File: config.mk
export PLATFORM = sky130hd
export DESIGN_NAME = shift_seq_ctrl
export DESIGN_NICKNAME = d
export VERILOG_FILES = /design/src/rtl/shift_pkg.sv /design/src/rtl/shift_stage.sv /design/src/rtl/shift_seq_ctrl.sv
export SDC_FILE = /design/constraint.sdc
export NUM_CORES = 1
export LEC_CHECK = 0
export CAP_MARGIN = 20
export CORE_MARGIN = 10
export CORE_UTILIZATION = 30
export DETAILED_ROUTE_END_ITERATION = 16
export PLACE_DENSITY = 0.48
export SYNTH_ARGS = -nofsm -noshare
export SYNTH_HDL_FRONTEND = slang
export SYNTH_HIERARCHICAL = 1
export SYNTH_SLANG_ARGS = --single-unit
export TNS_END_PERCENT = 30
File: constraint.sdc
create_clock -name clk -period 2.05 [get_ports clk]
set_input_delay 0.41 -clock clk [delete_from_list [all_inputs] [get_ports clk]]
set_output_delay 0.41 -clock clk [all_outputs]
set_load 0.02 [all_outputs]
File: src/rtl/shift_pkg.sv
// Shared encodings and defaults for the multi-cycle shift sequencer.
// ROL op encoding is only meaningful when SHIFT_SEQ_ROTATE_EN is defined.
package shift_pkg;

  localparam int unsigned DEF_WIDTH   = 32;
  localparam int unsigned DEF_SHAMT_W = 5;

  localparam logic [1:0] OP_SLL = 2'b00;
  localparam logic [1:0] OP_SRL = 2'b01;
  localparam logic [1:0] OP_SRA = 2'b10;
  localparam logic [1:0] OP_ROL = 2'b11;

  typedef enum logic [1:0] {
    ST_IDLE  = 2'd0,
    ST_SHIFT = 2'd1,
    ST_DONE  = 2'd2
  } shift_state_t;

endpackage

File: src/rtl/shift_stage.sv
// Single combinational power-of-two shift step: acc shifted/rotated by 2^k.
// Rotate-left for op 11 is built only when SHIFT_SEQ_ROTATE_EN is defined.
module shift_stage
  import shift_pkg::*;
#(
  parameter int unsigned WIDTH   = DEF_WIDTH,
  parameter int unsigned SHAMT_W = DEF_SHAMT_W,
  parameter int unsigned K_W     = $clog2(SHAMT_W)
) (
  input  logic [WIDTH-1:0] acc,
  input  logic [1:0]       op,
  input  logic [K_W-1:0]   k,
  output logic [WIDTH-1:0] result
);

  localparam int unsigned AW = SHAMT_W + 1;

  logic [AW-1:0] amt;

  always_comb begin
    amt    = AW'(1) << k;
    result = acc << amt;
    case (op)
      OP_SRL: result = acc >> amt;
      OP_SRA: result = WIDTH'($signed(acc) >>> amt);
`ifdef SHIFT_SEQ_ROTATE_EN
      OP_ROL: result = (acc << amt) | (acc >> (AW'(WIDTH) - amt));
`endif
      default: result = acc << amt;
    endcase
  end

endmodule

File: src/rtl/shift_seq_ctrl.sv
// Sequencer reusing one shift stage for up to SHAMT_W cycles per request.
// Optional rotate-left (op 11) is enabled by defining SHIFT_SEQ_ROTATE_EN.
module shift_seq_ctrl
  import shift_pkg::*;
#(
  parameter int unsigned WIDTH   = DEF_WIDTH,
  parameter int unsigned SHAMT_W = DEF_SHAMT_W
) (
  input  logic               clk,
  input  logic               rst_n,
  input  logic               flush,
  input  logic               req_valid,
  output logic               req_ready,
  input  logic [1:0]         req_op,
  input  logic [WIDTH-1:0]   req_data,
  input  logic [SHAMT_W-1:0] req_shamt,
  output logic               rsp_valid,
  input  logic               rsp_ready,
  output logic [WIDTH-1:0]   rsp_data,
  output logic               busy
);

  localparam int unsigned K_W = $clog2(SHAMT_W);

  shift_state_t       state;
  logic [WIDTH-1:0]   acc;
  logic [1:0]         op;
  logic [SHAMT_W-1:0] shamt;
  logic [K_W-1:0]     k;
  logic [WIDTH-1:0]   stage_out;

  shift_stage #(
    .WIDTH   (WIDTH),
    .SHAMT_W (SHAMT_W),
    .K_W     (K_W)
  ) u_stage (
    .acc    (acc),
    .op     (op),
    .k      (k),
    .result (stage_out)
  );

  // Flush wins over a request arriving in the same cycle.
  assign req_ready = (state == ST_IDLE) && !flush;
  assign rsp_valid = (state == ST_DONE);
  assign rsp_data  = acc;
  assign busy      = (state != ST_IDLE);

  always_ff @(posedge clk or negedge rst_n) begin
    if (!rst_n) begin
      state <= ST_IDLE;
      acc   <= '0;
      op    <= '0;
      shamt <= '0;
      k     <= '0;
    end else if (flush) begin
      state <= ST_IDLE;
    end else begin
      case (state)
        ST_IDLE: begin
          if (req_valid) begin
            acc   <= req_data;
            op    <= req_op;
            shamt <= req_shamt;
            k     <= '0;
            state <= (req_shamt == '0) ? ST_DONE : ST_SHIFT;
          end
        end
        ST_SHIFT: begin
          if (shamt[k]) begin
            acc <= stage_out;
          end
          // Stop as soon as no higher shamt bits remain.
          if ((shamt >> (K_W'(k + K_W'(1)))) == '0) begin
            state <= ST_DONE;
          end else begin
            k <= K_W'(k + K_W'(1));
          end
        end
        ST_DONE: begin
          if (rsp_ready) begin
            state <= ST_IDLE;
          end
        end
        default: state <= ST_IDLE;
      endcase
    end
  end

endmodule

Word level (Yosys, flattened, before mapping) --
Index checks and enable logic that the tools add are counted.
Storage, ports and cells: register bits 44, bits in latches 0, bits in writable memories 0, memory bits (read-only) 0, input port bits 44, output and inout bits 35, logic and storage cells 49, memories 0
Cells by class: add/sub/neg operators 1, multipliers 0, divide/modulo/power cells 0, $lt $le $gt $ge 1, eq/ne operators 10, shift-type cells 5, multiplexer cells 15, bitwise logic cells 1, reductions and logical operators 11
Operator list (count):
- $pmux W32 S2 | 2
- $mux W32 | 2
- $shl A32 B6 Y32 | 1
- $shr A32 B6 Y32 | 1
- $sshr A32 B6 Y32 | 1
- $logic_not A5 Y1 | 2
- $mux W2 | 5
- $reduce_and A4 Y1 | 2
- $mux W3 | 2
- $ne A2 B2 Y1 const B | 3
- $ne A3 B3 Y1 const B | 2
- $pmux W2 S3 | 1
- $pmux W3 S2 | 1
- $reduce_and A3 Y1 | 2
- $shl A1 B3 Y6 const A | 1
- $shr A5 B3 Y5 | 1
- $eq A2 B1 Y1 const B | 2
- $eq A2 B2 Y1 const B | 2
- $lt A3 B4 Y1 const B | 1
- $reduce_bool A2 Y1 | 2
- $add A3 B1 Y3 const B | 1
- $bmux W1 S3 | 1
- $ne A3 B2 Y1 const B | 1
- $logic_not A2 Y1 | 1
- other kinds (4) | 4

Depth between registers and ports, before layout --
depth in word-level cells 6, gate-level depth with buffers 10

Modules after synthesis --
The synthesis kept the hierarchy.
By module, submodules not included:
- shift_stage | instances 1, cells each 503, area each 3331.9 um2, sequential area each 0.0 um2
- shift_seq_ctrl | instances 1, cells each 184, area each 2317.2 um2, sequential area each 1101.1 um2

Worst setup path before layout --
Ideal clock, no wire load.
path kind reg2reg, start point register op[0], end point register acc[9] (netlist: rsp_data[9]), setup time 143 ps, arrival 1838 ps, data required time 1907 ps, slack 69 ps, stages on the path, launching flop included 10, clock period less this slack 1981 ps, path through dfrtp_1 inv_1 ha_1 and2_1 o31a_1 nand2_2 o21ai_1 or3_1 o22ai_1 a2bb2oi_2
Between the ends: longest elaborated chain between the ends 4, elaborated cells on any way between the ends 5
Ends and longest elaborated chain:
- start: declaration | line shift_seq_ctrl.sv:27 | logic [1:0] op;
- start signal: assignment | line shift_seq_ctrl.sv:63 | op <= req_op;
- $eq A2 B2 Y1 or $eq A2 B1 Y1 (tied branches) | line shift_stage.sv:23 | case (op)
- $pmux W32 S2 * | line shift_stage.sv:23
- via stage_out[9] | line shift_seq_ctrl.sv:30 | logic [WIDTH-1:0] stage_out;
- $mux W32 * | line shift_seq_ctrl.sv:70 | if (shamt[k]) begin
- $pmux W32 S2 * | line shift_seq_ctrl.sv:59 | case (state)
- end signal: assignment | line shift_seq_ctrl.sv:62 | acc <= req_data;
- end signal: assignment | line shift_seq_ctrl.sv:71 | acc <= stage_out;
- end: declaration | line shift_seq_ctrl.sv:26 | logic [WIDTH-1:0] acc;
Mark *: on every way through the listed nets, which the timed path passes. The rest lies on a longest branch. The select of a mux whose other input is x is not followed. A chain may end at the register's enable or synchronous reset.

Worst setup path in the final report --
start point register k[0], end point register acc[20] (netlist: rsp_data[20])
Between the ends: longest elaborated chain between the ends 5, elaborated cells on any way between the ends 11
Ends and longest elaborated chain:
- start: declaration | line shift_seq_ctrl.sv:29 | logic [K_W-1:0] k;
- start signal: assignment | line shift_seq_ctrl.sv:77 | k <= K_W'(k + K_W'(1));
- $shl A1 B3 Y6 * | line shift_stage.sv:21 | amt = AW'(1) << k;
- $shl A32 B6 Y32 (tied with other cells)
- $pmux W32 S2 * | line shift_stage.sv:23
- via stage_out[20] | line shift_seq_ctrl.sv:30
- $mux W32 * | line shift_seq_ctrl.sv:70
- $pmux W32 S2 * | line shift_seq_ctrl.sv:59
Marked as above.

==> results.py <==
metrics = {
    "run_status": {
        "failed_checks": "setup timing",
        "status": "finished, violations left",
    },
    "finish": {
        "synthToLayoutAreaGrowth_pct": 47.7,
        "multi_input_area_um2": 4310,
        "drive_gt1_share_pct": 38.9,
        "fin_util_pct": 44.8,
        "diodes": 0,
        "fillers": 1873,
        "seqCellArea_um2": 1120,
        "nets": 917,
    },
    "placed_design": {
        "post-place-ws_ps": -211,
        "io_buffers": 78,
        "globalplace.congestion": 1.00,
        "dp_hpwl_um": 21200,
    },
    "synth": {
        "synthArstFlopShare_pct": 100,
        "synth.most_common_cell": "nand2_1",
        "synth_warnings": 6,
        "yosysTopAreaCell": "dfrtp_1",
        "synth_nets": 734,
        "dominantRegCellSynth": "dfrtp_1",
        "netlist_top_cells_count": "nand2_1 (67), a21oi_1 (45), o22ai_1 (45)",
        "ys_types": 76,
        "ys_seq_area_share_pct": 19.5,
        "synth_area_um2": 5650,
        "yosysTopAreaCellShare_pct": 19.5,
        "netlist_instances": 687,
        "ys_seq_elements": 44,
        "synth_edf_count": 0,
        "syn_avg_cell_area_um2": 8.22,
        "synthTopCellsByArea": "dfrtp_1 (19%), a2bb2oi_2 (8.0%), mux4_2 (8.0%), o22ai_1 (5.0%), nand2_1 (4.5%)",
    },
    "critical_path": {
        "worst_setup_path_start_kind": "register",
        "critical_path_buf_inv_count": 2,
        "rr_startpoint": "k[0]",
        "cp_cell_sequence": "buf_12 > nor2b_1 > buf_6 > a222oi_1 > nor3_1 > nor2_1 > o22ai_1 > o22ai_1 > a2bb2oi_2",
        "cp_common_cell": "o22ai_1",
        "endpoint_kind": "register",
        "critPathKind": "reg2reg",
        "crit_arrival_ps": 2320,
        "cp_max_fo": 7,
        "max_stage_delay_ps": 530,
        "crit_required_ps": 2230,
        "crit_start": "k[0]",
        "critical_path.top_delay_family": "compound AO/OA/AOI/OAI gates",
        "cpMaxStageDelayCell": "dfrtp_4",
    },
    "routing": {
        "wirelength_um": 28500,
        "first_iter_violations": 817,
        "wl_met3_um": 2020,
        "dr.max_layer_used": "met4",
        "wire_per_inst_um": 25.8,
        "met2WireLength_um": 13800,
        "m1WireLength_um": 11600,
        "vias": 6813,
        "antenna_left": 0,
        "drc_errors": 0,
        "vias_per_cell": 6.17,
        "first_pass_iters": 6,
    },
    "pwr": {
        "powerDensity_nw_per_um2": 1410,
        "totalPowerFinal_w": 0.0118,
        "total_leakage_power_nw": 3.21,
        "ir_drop_v": 0.000631,
    },
    "clocking": {
        "clk_pin_slew_ps": 70,
        "cts_hold_buf": 0,
        "cts_sinks": 44,
        "htree_levels": 2,
        "cts_root_buffer": "clkbuf_16",
        "cts_tree": "yes",
        "cts_buffer_depth": 2,
        "numCtsBuffers": 5,
        "clk_latency_ps": 310,
    },
    "grt": {
        "antenna_found_initial": 0,
        "grt_pass1_vias": 6735,
        "grt_pass1_wl_um": 42200,
        "grt_max_degree": 29,
        "track_usage_pct": 22.2,
        "grt-ovfl-total": 0,
    },
    "sta": {
        "min_period_ps": 2140,
        "fin_crit_sh_pct": 104,
        "hold_ws_ps": 73.3,
        "worst_pin_slew_ps": 566,
        "tns_ps": -470,
        "fmaxAchievable_ghz": 0.468,
        "rsz0062_at_grt": "true",
        "setup_ws_ps": -88.4,
        "setup_viol": 11,
        "slew_violations": 0,
        "max-slew-margin-rel_pct": 62.0,
        "hold_violations": 0,
        "skew_ps": 9.13,
    },
    "floorplanning": {
        "coreArea_um2": 18600,
        "fp-row-count": 50,
        "initial_core_util_pct": 30.3,
        "die_area_um2": 24700,
        "fp.dieH_um": 157,
        "boundaryPins": 79,
        "die_w_um": 157,
    },
    "job": {
        "drv_cap": 0,
    },
    "hold_path": {
        "hold_class": "in2async",
    },
}
report_power, final:
group / leakage [nW] / switching, W / internal (W)
Sequential: 0.483 / 0.000791 / 0.00117
Combinational: 2.63 / 0.00455 / 0.00418
Clock: 0.0911 / 0.000389 / 0.000701
per-stage QoR:
| step | instances | area [µm²] |
|---|---|---|
| after floorplan | 687 | 5650 |
| after global placement | 1078 | 7600 |
| after detailed placement | 1078 | 7600 |
| after CTS | 1090 | 7960 |
| after global routing | 1105 | 8340 |
| final | 1105 | 8340 |
layout by cell type, fill, tap and decap left out, drive strengths merged, types with 5 or more instances in the layout:
master         instances
and2                   5
nor2                  43
buf                  187
nand2                 69
dlygate4sd2            6
dfrtp                 44
a211oi                 9
o21ai                 49
a21oi                 49
nand2b                16
inv                   16
a221oi                 6
a2bb2oi               33
mux2                  15
mux2i                 21
nand3                 19
clkbuf                 7
o221ai                11
nand4                  7
o311ai                 6
mux4                  20
o22ai                 46
nor2b                 10
a32oi                  5
o211ai                13
nor3                   8
a31oi                 13
or2                    5
clkdlybuf4s50         70
logic make-up (layout without fill, tap and decap cells):
logic type | count (synthesis) | in the layout | synth area share (%)
AOI/OAI and AO/OA | 283 | 283 | 38.5
xor gates and xnor gates | 1 | 1 | 0.288
adders and majority gates | 3 | 3 | 0.665
buffers and inverters | 105 | 289 | 9.68
DFF | 44 | 44 | 19.5
muxes | 56 | 56 | 14.7
and+or+nand+nor | 195 | 195 | 16.7
worst register-to-register path: stages, from the launching register on:
cell and delay, ps:
dfrtp_4 530, buf_12 170, nor2b_1 140, buf_6 130, a222oi_1 330, nor3_1 80, nor2_1 210, o22ai_1 160
o22ai_1 200, a2bb2oi_2 80
cell type report:
| type | count | area share, % |
|---|---|---|
| multi-input cells | 538 | 51.7 |
| repair buffers | 265 | 28.3 |
| flip-flops and latches | 44 | 13.5 |
| well taps | 234 | 3.51 |
| clock buffers | 6 | 1.54 |
| inverters | 16 | 0.750 |
| clock inverters | 2 | 0.720 |
sequential cells by signal, summed over array words and instances, names as in the netlist:
signal    cells
rsp_data     32
state         2
shamt         5
op            2
k             3
what timing repair did:
item	CTS	global route
gates cloned	0	1
gates resized for setup	50	58
endpoints found under the setup margin	50	40
pin swaps	5	33
setup buffers	5	14
routing by layer:
layer | up-vias | track usage, %
li1 | 3019 | -
met1 | 3385 | 28.1
met2 | 340 | 37.2
met3 | 69 | 3.36
met4 | 0 | 8.19
met5 | - | 0
worst paths after layout:
check                      slack, ps  cells past startpoint            to
setup / recovery                 -90                      9  rsp_data[20]
hold / removal                    70                      1      shamt[2]
setup reg to reg                 -90                      9  rsp_data[20]
hold reg to reg                  540                      1      shamt[3]
max in group asynchronous       1420                      2  rsp_data[12]
min in group clk                 540                      1      shamt[3]
Power figures use the tool's default switching activity.
